--- src/rtl/dff_write_arbiter.sv ---
`default_nettype none
// ============================================================================
// Module   : dff_write_arbiter
// Brief    : Round-robin arbiter that lets four requesters write a shared
//            W-bit D-register. Grant is registered (IDLE -> GRANT -> commit),
//            with a one-cycle done pulse and a wrapping 8-bit write counter.
//            Optional macro DFF_ARB_LOCK_EN lets a locked requester keep the
//            grant and write every cycle.
// Revision : 1.0 - initial release
// ============================================================================
module dff_write_arbiter #(
    parameter int W = 8,
    parameter int N = 4
) (
    input  logic           clk,
    input  logic           rst_n,
    input  logic [N-1:0]   req,
    input  logic [N*W-1:0] wdata,
    input  logic [N-1:0]   lock,
    output logic [N-1:0]   gnt,
    output logic [W-1:0]   q,
    output logic [N-1:0]   done,
    output logic [7:0]     wr_cnt
);

    localparam int c_IW = 2;

    typedef enum logic [0:0] {
        ST_IDLE  = 1'b0,
        ST_GRANT = 1'b1
    } state_t;

    state_t          r_state;
    state_t          w_state_nxt;
    logic [N-1:0]    r_gnt;
    logic [N-1:0]    w_gnt_nxt;
    logic [W-1:0]    r_q;
    logic [W-1:0]    w_q_nxt;
    logic [N-1:0]    r_done;
    logic [N-1:0]    w_done_nxt;
    logic [7:0]      r_wr_cnt;
    logic [7:0]      w_wr_cnt_nxt;
    logic [c_IW-1:0] r_ptr;
    logic [c_IW-1:0] w_ptr_nxt;
    logic [c_IW-1:0] r_idx;
    logic [c_IW-1:0] w_idx_nxt;

    logic            w_found;
    logic [c_IW-1:0] w_pick;
    logic [c_IW-1:0] w_cand;
    logic            w_hold;

    // Round-robin pick: first asserted request searching upward from ptr
    always_comb begin
        w_found = 1'b0;
        w_pick  = r_ptr;
        w_cand  = r_ptr;
        for (int k = 0; k < N; k++) begin
            w_cand = r_ptr + c_IW'(k);
            if (!w_found && req[w_cand]) begin
                w_found = 1'b1;
                w_pick  = w_cand;
            end
        end
    end

    // Whether the current grant is kept after a commit
    always_comb begin
`ifdef DFF_ARB_LOCK_EN
        w_hold = lock[r_idx];
`else
        // lock is accepted on the port but has no effect in this build
        w_hold = lock[r_idx] & 1'b0;
`endif
    end

    // Next-state and next-output logic
    always_comb begin
        w_state_nxt  = r_state;
        w_gnt_nxt    = r_gnt;
        w_q_nxt      = r_q;
        w_done_nxt   = '0;
        w_wr_cnt_nxt = r_wr_cnt;
        w_ptr_nxt    = r_ptr;
        w_idx_nxt    = r_idx;
        case (r_state)
            ST_IDLE: begin
                if (w_found) begin
                    w_state_nxt = ST_GRANT;
                    w_idx_nxt   = w_pick;
                    w_gnt_nxt   = N'(1) << w_pick;
                end
            end
            ST_GRANT: begin
                if (req[r_idx]) begin
                    // Commit: only the granted lane is sampled
                    w_q_nxt      = wdata[int'(r_idx) * W +: W];
                    w_done_nxt   = N'(1) << r_idx;
                    w_wr_cnt_nxt = r_wr_cnt + 8'd1;
                    if (!w_hold) begin
                        w_state_nxt = ST_IDLE;
                        w_gnt_nxt   = '0;
                        w_ptr_nxt   = r_idx + 1'b1;
                    end
                end else begin
                    // Withdrawal: drop the grant, nothing else changes
                    w_state_nxt = ST_IDLE;
                    w_gnt_nxt   = '0;
                end
            end
            default: begin
                w_state_nxt = ST_IDLE;
                w_gnt_nxt   = '0;
            end
        endcase
    end

    // State and output registers with asynchronous active-low reset
    always_ff @(posedge clk or negedge rst_n) begin
        if (!rst_n) begin
            r_state  <= ST_IDLE;
            r_gnt    <= '0;
            r_q      <= '0;
            r_done   <= '0;
            r_wr_cnt <= '0;
            r_ptr    <= '0;
            r_idx    <= '0;
        end else begin
            r_state  <= w_state_nxt;
            r_gnt    <= w_gnt_nxt;
            r_q      <= w_q_nxt;
            r_done   <= w_done_nxt;
            r_wr_cnt <= w_wr_cnt_nxt;
            r_ptr    <= w_ptr_nxt;
            r_idx    <= w_idx_nxt;
        end
    end

    assign gnt    = r_gnt;
    assign q      = r_q;
    assign done   = r_done;
    assign wr_cnt = r_wr_cnt;

endmodule
`default_nettype wire

--- config.mk ---
export PLATFORM = sky130hd
export DESIGN_NAME = dff_write_arbiter
export DESIGN_NICKNAME = d
export VERILOG_FILES = /design/src/rtl/dff_write_arbiter.sv
export SDC_FILE = /design/constraint.sdc
export NUM_CORES = 1
export LEC_CHECK = 0
export BUFFER_PORTS_ARGS = -buffer_cell sky130_fd_sc_hd__buf_4
export CAP_MARGIN = 15
export CORE_MARGIN = 1.5
export CORE_UTILIZATION = 37
export CTS_CLUSTER_SIZE = 8
export DETAILED_ROUTE_END_ITERATION = 8
export PLACE_DENSITY_LB_ADDON = 0.3
export SYNTH_ARGS = -nofsm -noshare
export SYNTH_HDL_FRONTEND = slang
export SYNTH_SLANG_ARGS = --single-unit
--- constraint.sdc ---
create_clock -name clk -period 2.85 [get_ports clk]
set_clock_uncertainty 0.05 [all_clocks]
set_input_delay 0.57 -clock clk [delete_from_list [all_inputs] [get_ports clk]]
set_output_delay 0.57 -clock clk [all_outputs]
set_load 0.02 [all_outputs]
==> results.cfg <==
[outcome]
status = completed

[sta]
relSlewSlack_pct = 65.3
finalHoldViolations = 0
rsz0062_at_grt = false
worst_slack_ns = 1.08
finalCritPeriodShare_pct = 62.3
finalSetupViolCount = 0
worstMarginPinSlew_ns = 0.521
period_needed_ns = 1.77
max_freq_mhz = 564
fin_tns_setup_ns = 0
drv_slew = 0

[cts]
cts.repair_timing.setup_buffer_count = 0
cts_buffer_depth = 2
cts_tree = done
cts_root_buf = clkbuf_8
numCtsBuffers = 5
cts.clk_slew.worst_paths_ns = 0.06
cts_sinks = 29
cts_max_level = 2
post_cts_resized = 0
clkLatencyLatePin_ns = 0.28
postCtsHoldBufs = 0

[floorplan]
pin_count = 66
floorplan.core_area_um2 = 3970
die_h_um = 66.9
initial_utilization_pct = 38.0
rows = 23
die-area_um2 = 4470
die_x_um = 66.9

[layout]
finalNetCount = 245
num_antenna_cells = 0
drive_above_1_share_pct = 44.2
final_cells = 249
postLayoutCellArea_um2 = 2110
area_growth_pct = 39.9

[logic_synthesis]
synth-seq-cells = 29
ys_warn_count = 0
synthCells = 133
syn_nets = 180
syn-mean-instance-area_um2 = 11.3
synth_cell_types = 34
syn-cell-area_um2 = 1510
synth_seq_area_share_pct = 48.1

[drt]
drc = 0
viasPerCell = 4.98
vias = 1239
dr.pass1.iters = 4
drtAntennaViolNets = 0
first_iter_violations = 51
routedWlPerCell_um = 13.4
wirelength_mm = 3.34

[critical_path]
cp_num_buf_inv = 0
worstPathArrival_ns = 1.89
start_kind = flip-flop
crit_slowest_cell = dfrtp_1
cp_num_cells = 4
rrSetupSlack_ns = 1.08
r2r_cells = 4
cp.required_ns = 2.96
critPathMaxFanout = 13
cp_top_family = flip-flops
slowest_delay_ns = 0.67
path_cells = mux4_2, and2_4, nand4_1, xnor2_1
path_class = reg2reg
worstSetupEndpointType = flip-flop

[power_and_ir_drop]
peakVddDrop_v = 0.000374
finalPower_uw = 2010
p_leak_uw = 0.00107
powerDensity_nw_per_um2 = 953

[placement]
dpl_cell_area_um2 = 2010
dpl.hpwl_mm = 2.53
routabilityCongestion = 0.764
place_ws_ns = 0.953
port_buffers = 61
place_inst = 241

[grt]
grt_max_degree = 30
overflow = 0
grt.total_usage_pct = 15.7
grt_antenna_before_repair = 0
grt_pass1_vias = 1144
grt_pass1_wl_mm = 5.16

[job]
maxCapViolCount = 0

[min_path]
hold_path_class = in2async
## per-stage QoR
stage	hold slack [ns]	util, %
6_report	0.152	53.2
5_1_grt	0.173	53.2
4_1_cts	0.165	53.2
3_5_place_dp	0.410	50.6
3_3_place_gp	0.409	50.6
2_1_floorplan	0.224	-
## Yosys cell counts (all sizes together)
library cell	instances	area share, %
and4	1	0.58
and3	5	2.4
o31ai	2	0.99
nor2	2	0.50
a32o	2	1.3
a21o	1	0.50
dfrtp	29	48
ha	5	4.1
clkbuf	1	0.25
mux4	9	14
nor3	2	1.3
and2	1	0.58
a21oi	3	0.99
nor4	1	0.41
inv	5	1.2
o21a	1	0.50
nor2b	3	1.2
nand4	1	0.41
xor2	3	1.7
mux2	1	0.75
nand3	2	0.99
buf	3	1.6
o221a	1	0.75
or2	1	0.41
nand2	37	9.7
xnor2	4	2.3
o21ai	7	2.6
## worst reg2reg max path, delay by kind of cell (launching register included)
kind / cells / cell delay, ns
flops: 1 / 0.67
mux: 1 / 0.41
simple gates: 2 / 0.39
xor+xnor: 1 / 0.14
## layer usage
layer	vias up	wire length, um	global-route usage (%)
met5	-	0	0
met4	0	65	6.89
met3	6	145	4.22
met2	27	1780	26.9
met1	609	1340	18.4
li1	597	-	-
## sequential cells by signal (all words and copies together), names as in the netlist
signal,count
r_idx,2
r_ptr,2
q,8
gnt,4
r_state,1
wr_cnt,8
done,4
## power breakdown
group	switching [uW]	internal [uW]	leakage (uW)
combinational	473	447	0.000644
clock	149	218	0.0000542
sequential	162	563	0.000371
## cell families (layout without fill, tap and decap cells)
group                      after synthesis  after routing  share of synthesized area [%]
AOI/OAI and AO/OA                       17             17                           7.63
DFF                                     29             29                           48.1
muxes                                   10             10                           14.4
adders and majority gates                5              5                           4.15
xor gates and xnor gates                 7              7                           4.06
buffers and inverters                    9             75                           3.07
and+or+nand+nor                         56             56                           18.6
## path summary, 6_finish.rpt
| path | from | to |
|---|---|---|
| max | r_idx[1]$_DFFE_PN0P_ | wr_cnt[3]$_DFFE_PN0P_ |
| min | rst_n | done[3]$_DFF_PN0_ |
| max reg2reg | r_idx[1]$_DFFE_PN0P_ | wr_cnt[3]$_DFFE_PN0P_ |
| min reg2reg | wr_cnt[7]$_DFFE_PN0P_ | wr_cnt[7]$_DFFE_PN0P_ |
| max in group asynchronous | rst_n | gnt[2]$_DFFE_PN0P_ |
| min in group clk | wr_cnt[7]$_DFFE_PN0P_ | wr_cnt[7]$_DFFE_PN0P_ |
## cells in the final DEF (no fill, tap or decap), types with 3 or more instances in the layout
cell	count
buf_4	62
nand2_1	36
dfrtp_1	29
mux4_2	8
clkbuf_8	7
o21ai_0	6
inv_1	5
ha_1	5
and3_1	4
xnor2_1	4
nor2b_1	3
a21oi_1	3
xor2_1	3
## final cells by class
cell class | count | area (um2)
Multi-Input combinational cell | 95 | 737
Tap cell | 50 | 62.6
Fill cell | 349 | 1860
Clock inverter | 1 | 5.00
Clock buffer | 7 | 96.3
Sequential cell | 29 | 726
Timing Repair Buffer | 62 | 465
Inverter | 5 | 18.8
Note: power is estimated with default switching activity, not from simulation.
